--- src/rtl/ram_bist_ctrl_if.sv ---
// RAM-side bus between the BIST controller and the 8x8 single-port RAM.
// The controller drives address/data/write; the RAM returns registered read data.
interface ram_bist_ctrl_if #(
  parameter int ADDR_W = 3,
  parameter int DATA_W = 8
);
  logic [ADDR_W-1:0] mem_adr;
  logic [DATA_W-1:0] mem_data_in;
  logic              mem_write;
  logic [DATA_W-1:0] mem_data_out;

  modport master (
    output mem_adr,
    output mem_data_in,
    output mem_write,
    input  mem_data_out
  );

  modport slave (
    input  mem_adr,
    input  mem_data_in,
    input  mem_write,
    output mem_data_out
  );
endinterface

--- src/rtl/ram_bist_ctrl.sv ---
// Two-round RAM self-test: write seed+a, read back and compare, then repeat with the
// inverted pattern. Reports pass, mismatch count and the first failing address.
//
// state   | meaning
// S_IDLE  | waiting for start after reset
// S_WRITE | writing pattern to address a, one location per cycle
// S_READ  | issuing read of address a, one location per cycle
// S_DRAIN | two idle cycles so the last read compare completes
// S_DONE  | result held until the next start
module ram_bist_ctrl #(
  parameter int ADDR_W = 3,
  parameter int DATA_W = 8
) (
  input  logic                clock,
  input  logic                reset,
  input  logic                start,
  input  logic [DATA_W-1:0]   seed,
  ram_bist_ctrl_if.master     mem,
  output logic                busy,
  output logic                done,
  output logic                pass,
  output logic [ADDR_W+1:0]   fail_cnt,
  output logic [ADDR_W-1:0]   first_fail_adr
);

  localparam logic [ADDR_W-1:0] LAST_ADR = '1;
  localparam logic [ADDR_W+1:0] CNT_MAX  = '1;

  typedef enum logic [2:0] {
    S_IDLE,
    S_WRITE,
    S_READ,
    S_DRAIN,
    S_DONE
  } state_t;

  state_t              state, state_nxt;
  logic [ADDR_W-1:0]   a, a_nxt;
  logic                r, r_nxt;
  logic [DATA_W-1:0]   seed_q, seed_nxt;
  logic                mem_write_q, mem_write_nxt;
  logic [DATA_W-1:0]   data_in_q, data_in_nxt;
  logic                busy_nxt, done_nxt, pass_nxt;
  logic [ADDR_W+1:0]   fail_cnt_nxt;
  logic [ADDR_W-1:0]   ffa_nxt;
  logic                p_vld, p_vld_nxt;
  logic [ADDR_W-1:0]   p_adr, p_adr_nxt;
  logic [DATA_W-1:0]   p_exp, p_exp_nxt;
  logic                mismatch;

  function automatic logic [DATA_W-1:0] pat(
    input logic [DATA_W-1:0] base,
    input logic [ADDR_W-1:0] adr,
    input logic              inv
  );
    logic [DATA_W-1:0] sum;
    sum = base + DATA_W'(adr);
    return inv ? ~sum : sum;
  endfunction

  // a doubles as the registered RAM address, so mem_adr comes straight from a flop
  assign mem.mem_adr     = a;
  assign mem.mem_data_in = data_in_q;
  assign mem.mem_write   = mem_write_q;

  always_comb begin
    state_nxt     = state;
    a_nxt         = a;
    r_nxt         = r;
    seed_nxt      = seed_q;
    mem_write_nxt = 1'b0;
    data_in_nxt   = '0;
    busy_nxt      = busy;
    done_nxt      = done;
    pass_nxt      = pass;
    fail_cnt_nxt  = fail_cnt;
    ffa_nxt       = first_fail_adr;
    p_vld_nxt     = 1'b0;
    p_adr_nxt     = a;
    p_exp_nxt     = pat(seed_q, a, r);

    // p_* holds the read issued last cycle; the RAM has just registered its data
    mismatch = p_vld && (mem.mem_data_out != p_exp);
    if (mismatch) begin
      if (fail_cnt != CNT_MAX) fail_cnt_nxt = fail_cnt + 1'b1;
      if (fail_cnt == '0)      ffa_nxt      = p_adr;
    end

    case (state)
      S_IDLE, S_DONE: begin
        if (start) begin
          state_nxt     = S_WRITE;
          seed_nxt      = seed;
          a_nxt         = '0;
          r_nxt         = 1'b0;
          busy_nxt      = 1'b1;
          done_nxt      = 1'b0;
          pass_nxt      = 1'b0;
          fail_cnt_nxt  = '0;
          ffa_nxt       = '0;
          mem_write_nxt = 1'b1;
          data_in_nxt   = pat(seed, '0, 1'b0);
        end
      end
      S_WRITE: begin
        if (a == LAST_ADR) begin
          state_nxt = S_READ;
          a_nxt     = '0;
        end else begin
          a_nxt         = a + 1'b1;
          mem_write_nxt = 1'b1;
          data_in_nxt   = pat(seed_q, a + 1'b1, r);
        end
      end
      S_READ: begin
        p_vld_nxt = 1'b1;
        if (a == LAST_ADR) begin
          state_nxt = S_DRAIN;
          a_nxt     = '0;
        end else begin
          a_nxt = a + 1'b1;
        end
      end
      S_DRAIN: begin
        if (a == ADDR_W'(1)) begin
          a_nxt = '0;
          if (!r) begin
            state_nxt     = S_WRITE;
            r_nxt         = 1'b1;
            mem_write_nxt = 1'b1;
            data_in_nxt   = pat(seed_q, '0, 1'b1);
          end else begin
            state_nxt = S_DONE;
            busy_nxt  = 1'b0;
            done_nxt  = 1'b1;
            pass_nxt  = (fail_cnt_nxt == '0);
          end
        end else begin
          a_nxt = a + 1'b1;
        end
      end
      default: state_nxt = S_IDLE;
    endcase
  end

  always_ff @(posedge clock or posedge reset) begin
    if (reset) begin
      state          <= S_IDLE;
      a              <= '0;
      r              <= 1'b0;
      seed_q         <= '0;
      mem_write_q    <= 1'b0;
      data_in_q      <= '0;
      busy           <= 1'b0;
      done           <= 1'b0;
      pass           <= 1'b0;
      fail_cnt       <= '0;
      first_fail_adr <= '0;
      p_vld          <= 1'b0;
      p_adr          <= '0;
      p_exp          <= '0;
    end else begin
      state          <= state_nxt;
      a              <= a_nxt;
      r              <= r_nxt;
      seed_q         <= seed_nxt;
      mem_write_q    <= mem_write_nxt;
      data_in_q      <= data_in_nxt;
      busy           <= busy_nxt;
      done           <= done_nxt;
      pass           <= pass_nxt;
      fail_cnt       <= fail_cnt_nxt;
      first_fail_adr <= ffa_nxt;
      p_vld          <= p_vld_nxt;
      p_adr          <= p_adr_nxt;
      p_exp          <= p_exp_nxt;
    end
  end

endmodule

--- src/flat_wrapper.sv ---
// flat-port wrapper written by rule: the top's interface ports become plain ports
module ram_bist_ctrl_flat 
#(
  parameter int ADDR_W = 3,
  parameter int DATA_W = 8
)
  (clock, reset, start, seed, busy, done, pass, fail_cnt, first_fail_adr, mem_mem_adr, mem_mem_data_in, mem_mem_write, mem_mem_data_out);
  ram_bist_ctrl_if #(.ADDR_W(ADDR_W), .DATA_W(DATA_W)) mem_i ();
  input  logic clock;
  input  logic reset;
  input  logic start;
  input  logic [DATA_W-1:0] seed;
  output logic busy;
  output logic done;
  output logic pass;
  output logic [ADDR_W+1:0] fail_cnt;
  output logic [ADDR_W-1:0] first_fail_adr;
  output wire logic [$bits(mem_i.mem_adr)-1:0] mem_mem_adr;
  output wire logic [$bits(mem_i.mem_data_in)-1:0] mem_mem_data_in;
  output wire logic [$bits(mem_i.mem_write)-1:0] mem_mem_write;
  input wire logic [$bits(mem_i.mem_data_out)-1:0] mem_mem_data_out;
  assign mem_mem_adr = mem_i.mem_adr;
  assign mem_mem_data_in = mem_i.mem_data_in;
  assign mem_mem_write = mem_i.mem_write;
  assign mem_i.mem_data_out = mem_mem_data_out;
  ram_bist_ctrl #(.ADDR_W(ADDR_W), .DATA_W(DATA_W)) u_core (.clock(clock), .reset(reset), .start(start), .seed(seed), .mem(mem_i), .busy(busy), .done(done), .pass(pass), .fail_cnt(fail_cnt), .first_fail_adr(first_fail_adr));
endmodule
--- config.mk ---
export PLATFORM = sky130hd
export DESIGN_NAME = ram_bist_ctrl_flat
export DESIGN_NICKNAME = d
export VERILOG_FILES = /design/src/rtl/ram_bist_ctrl_if.sv /design/src/rtl/ram_bist_ctrl.sv /design/src/flat_wrapper.sv
export SDC_FILE = /design/constraint.sdc
export NUM_CORES = 1
export LEC_CHECK = 0
export CAP_MARGIN = 10
export CORE_MARGIN = 2
export CORE_UTILIZATION = 48
export DETAILED_ROUTE_END_ITERATION = 7
export PLACE_DENSITY_LB_ADDON = 0.05
export SYNTH_ARGS = -nofsm -noshare
export SYNTH_HDL_FRONTEND = slang
export SYNTH_SLANG_ARGS = --single-unit
--- constraint.sdc ---
create_clock -name clock -period 1.96 [get_ports clock]
set_input_delay 0.49 -clock clock [delete_from_list [all_inputs] [get_ports clock]]
set_output_delay 0.49 -clock clock [all_outputs]
set_load 0.1 [all_outputs]
==> reports/summary.txt <==
Main synth FF type: dfrtp_1
Worst setup EP type: flop
Share of layout cells above drive strength 1: 27.2%
CTS H-tree lvls: 2
Die area: 5820 um2
Clk_skew: 0.00790 ns
Maximum clock insertion buffer count: 2
Unrepaired setup endpoints after global routing: true
Cts hold-fix bufs: 0
Flop-to-flop setup slack: -0.14 ns
Crit path max fanout: 5
CP Cell Sequence: ha_4 -> inv_4 -> ha_4 -> a21o_1 -> a21oi_2 -> or3_1 -> a211o_2 -> nand3b_1
Average wire per standard cell: 14.8 um
Total grt overflow: 0
Drt pass-1 iters: 4
RD Place Congestion: 0.982
Final ANT Viol Nets: 0
Clk root buf: clkbuf_8
R2r endpoint: u_core.mem.mem_data_in[5]
Failing checks: negative setup slack
Starting Density: 49.4%
Worst Hold Class: input port to async pin
Register area share after synthesis: 46.9%
Diodes inserted: 0
Via-to-Cell Ratio: 5.20
Final WS setup: -0.143 ns
Crit path launch type: flop
Die width: 76.3 um
Initial antenna violation count: 0
Syn Nets: 281
Max incr delay on CP: 0.54 ns
CP required: 2.19 ns
Fmax: 0.475 GHz
Mapped Cells: 249
Mapped cell area: 2510 um2
Dpl cells: 373
EDFF count, synth: 0
Cell repeated most along the worst path: ha_4
Tot GR Track Use: 21.2%
Slowest-stage cell, CP: dfrtp_4
Max_slew headroom: 67.9%
Final Non-Filler Cells: 382
Yosys warns: 0
Ports: 42
Worst Path Arrival: 2.34 ns
Fin crit share: 107%
CTS tree: built
Clk_lat worst skew: 0.30 ns
Nets: 343
Largest net degree at the start of global routing: 25
Clk sink count: 47
Drt total wl: 5.65 mm
Buffers on Ports: 41
Yosys reg bits: 47
FILL cells: 375
Minimum clock period after layout: 2.10 ns
Total clock buffers created by CTS: 5
Avg Cell Area, Syn: 10.1 um2
DR DRC count: 0
Crit path kind: flop to flop
Slew @ Worst Pin: 0.481 ns
Iteration-0 DRC Markers: 100
HPWL Detailed: 4.31 mm
Async S/R FF share, synth: 100%
Max Cap Viol: 0
First-pass GRT wire length: 9.84 mm
Core area: 5070 um2
Outcome: complete, but fails checks
Final slew viol count: 0
Synth cell types: 46
Final setup violation count: 5
Vias in the first global route: 2,025
Hold Violations, Final: 0
P&R area growth vs syn: 45.0%
Clock transition at path regs: 0.09 ns
Launch point of the worst reg-to-reg path: u_core.mem.mem_adr[0]
FP Rows: 26
Die height: 76.3 um
Vias post-DR: 1,985
R2R depth: 8
## sequential cells by signal, indices dropped and copies added, names as in the netlist
register	flops
u_core.busy	1
u_core.done	1
u_core.fail_cnt	5
u_core.first_fail_adr	3
u_core.mem.mem_adr	3
u_core.mem.mem_data_in	8
u_core.mem.mem_write	1
u_core.p_adr	3
u_core.p_exp	8
u_core.p_vld	1
u_core.pass	1
u_core.r	1
u_core.seed_q	8
u_core.state	3
## routing by layer
metal	track usage, %	wire length, um	vias to the layer above
met1	29.4	2640	943
met2	34.2	2660	74
met5	0	0	-
met3	4.38	295	6
li1	-	-	962
met4	5.82	53	0
## cell type report
cell class | instances | area, um2 | area share (%)
timing repair buffer | 67 | 852 | 23.4
tap | 70 | 87.6 | 2.41
clock inverter | 3 | 67.6 | 1.86
multi-input combinational | 176 | 1310 | 36.1
clock buffer | 5 | 68.8 | 1.89
sequential | 47 | 1190 | 32.6
inverter | 14 | 60.1 | 1.65
## worst max-delay path by stage
stage,slack (ns),startpoint,to
finish,-0.14,u_core.mem.mem_adr[0],u_core.mem.mem_data_in[5]
global placement,-0.14,u_core.mem.mem_adr[0],u_core.mem.mem_data_in[5]
global route,-0.23,u_core.mem.mem_adr[0],u_core.mem.mem_data_in[6]
detailed placement,-0.21,mem_mem_data_out[5],u_core.fail_cnt[1]
CTS,-0.14,u_core.mem.mem_adr[0],u_core.mem.mem_data_in[6]
floorplan,-0.28,u_core.mem.mem_adr[1],u_core.mem.mem_data_in[5]
## cells by family after synthesis
logic type,count (synthesis),share of synthesized area [%]
XOR/XNOR,29,10.1
multiplexers,9,3.64
flip-flops,47,46.9
adder cells (fa/ha/maj),13,7.08
buffers and inverters,26,5.04
AO/OA/AOI/OAI,42,11.5
AND/OR/NAND/NOR,83,15.7
## worst max-delay path: cells and delay by family (launching register included)
kind	cells	cell delay, ns
DFF	1	0.54
and+or+nand+nor	2	0.41
adders and majority gates	2	0.56
buffers and inverters	1	0.04
AOI/OAI and AO/OA	3	0.50
## synthesized netlist by cell type (all sizes together), types with 2 or more instances
cell | n | share of area (%)
a21o | 3 | 0.90
a21oi | 9 | 1.8
buf | 8 | 2.3
clkbuf | 4 | 0.65
dfrtp | 47 | 47
fa | 2 | 1.6
ha | 11 | 5.5
inv | 14 | 2.1
mux2i | 8 | 3.2
nand2 | 31 | 4.6
nand2b | 3 | 1.0
nand3 | 5 | 1.0
nand3b | 3 | 0.90
nand4 | 4 | 1.0
nor2 | 23 | 3.4
nor2b | 3 | 0.75
nor3 | 4 | 1.0
o211ai | 4 | 1.2
o21ai | 11 | 2.3
o221ai | 4 | 1.4
o31a | 2 | 0.70
or3 | 2 | 0.50
xnor2 | 23 | 8.0
xor2 | 6 | 2.1
## per-stage QoR
| stage | instance area [um2] | TNS, ns | setup slack, ns | utilization [%] | hold slack, ns |
|---|---|---|---|---|---|
| final | 3640 | -0.473 | -0.143 | 71.7 | 0.479 |
| after global routing | 3640 | -0.936 | -0.226 | 71.7 | 0.500 |
| after CTS | 3610 | -0.382 | -0.136 | 71.1 | 0.482 |
| after detailed placement | 3450 | -1.76 | -0.213 | 68.0 | 0.473 |
| after global placement | 3450 | -1.23 | -0.143 | 68.0 | 0.477 |
| after floorplan | 2600 | -0.569 | -0.276 | - | 0.461 |
## cells in the final DEF, fill, tap and decap left out, types with 2 or more instances in the layout
| master | synthesis | routed |
|---|---|---|
| a21o_1 | 3 | 3 |
| a21oi_1 | 9 | 8 |
| buf_12 | 0 | 24 |
| buf_4 | 2 | 24 |
| bufinv_16 | 0 | 2 |
| clkbuf_8 | 0 | 5 |
| clkdlybuf4s50_1 | 0 | 18 |
| dfrtp_1 | 47 | 42 |
| dfrtp_2 | 0 | 3 |
| dfrtp_4 | 0 | 2 |
| fa_2 | 0 | 2 |
| ha_1 | 11 | 5 |
| ha_4 | 0 | 6 |
| inv_1 | 14 | 10 |
| inv_4 | 0 | 3 |
| mux2i_1 | 8 | 8 |
| nand2_1 | 31 | 31 |
| nand2b_1 | 2 | 2 |
| nand3_1 | 5 | 5 |
| nand3b_1 | 3 | 3 |
| nand4_1 | 4 | 4 |
| nor2_1 | 23 | 22 |
| nor2b_1 | 3 | 2 |
| nor3_1 | 3 | 3 |
| o211ai_1 | 4 | 4 |
| o21ai_0 | 9 | 7 |
| o21ai_1 | 1 | 3 |
| o221ai_1 | 4 | 4 |
| o31a_1 | 2 | 2 |
| or3_1 | 2 | 2 |
| xnor2_1 | 23 | 23 |
| xor2_1 | 6 | 5 |
## timing repair
item / CTS / global route
hold endpoints to repair: 0 / 0
resized for setup: 6 / 6
cloned: 0 / 0
setup buffers: 1 / 0
pin swaps: 4 / 4
endpoints found under the setup margin: 5 / 7
Power is not shown: default switching activity piles up to over one toggle a cycle in this logic, so the estimate is an artifact.
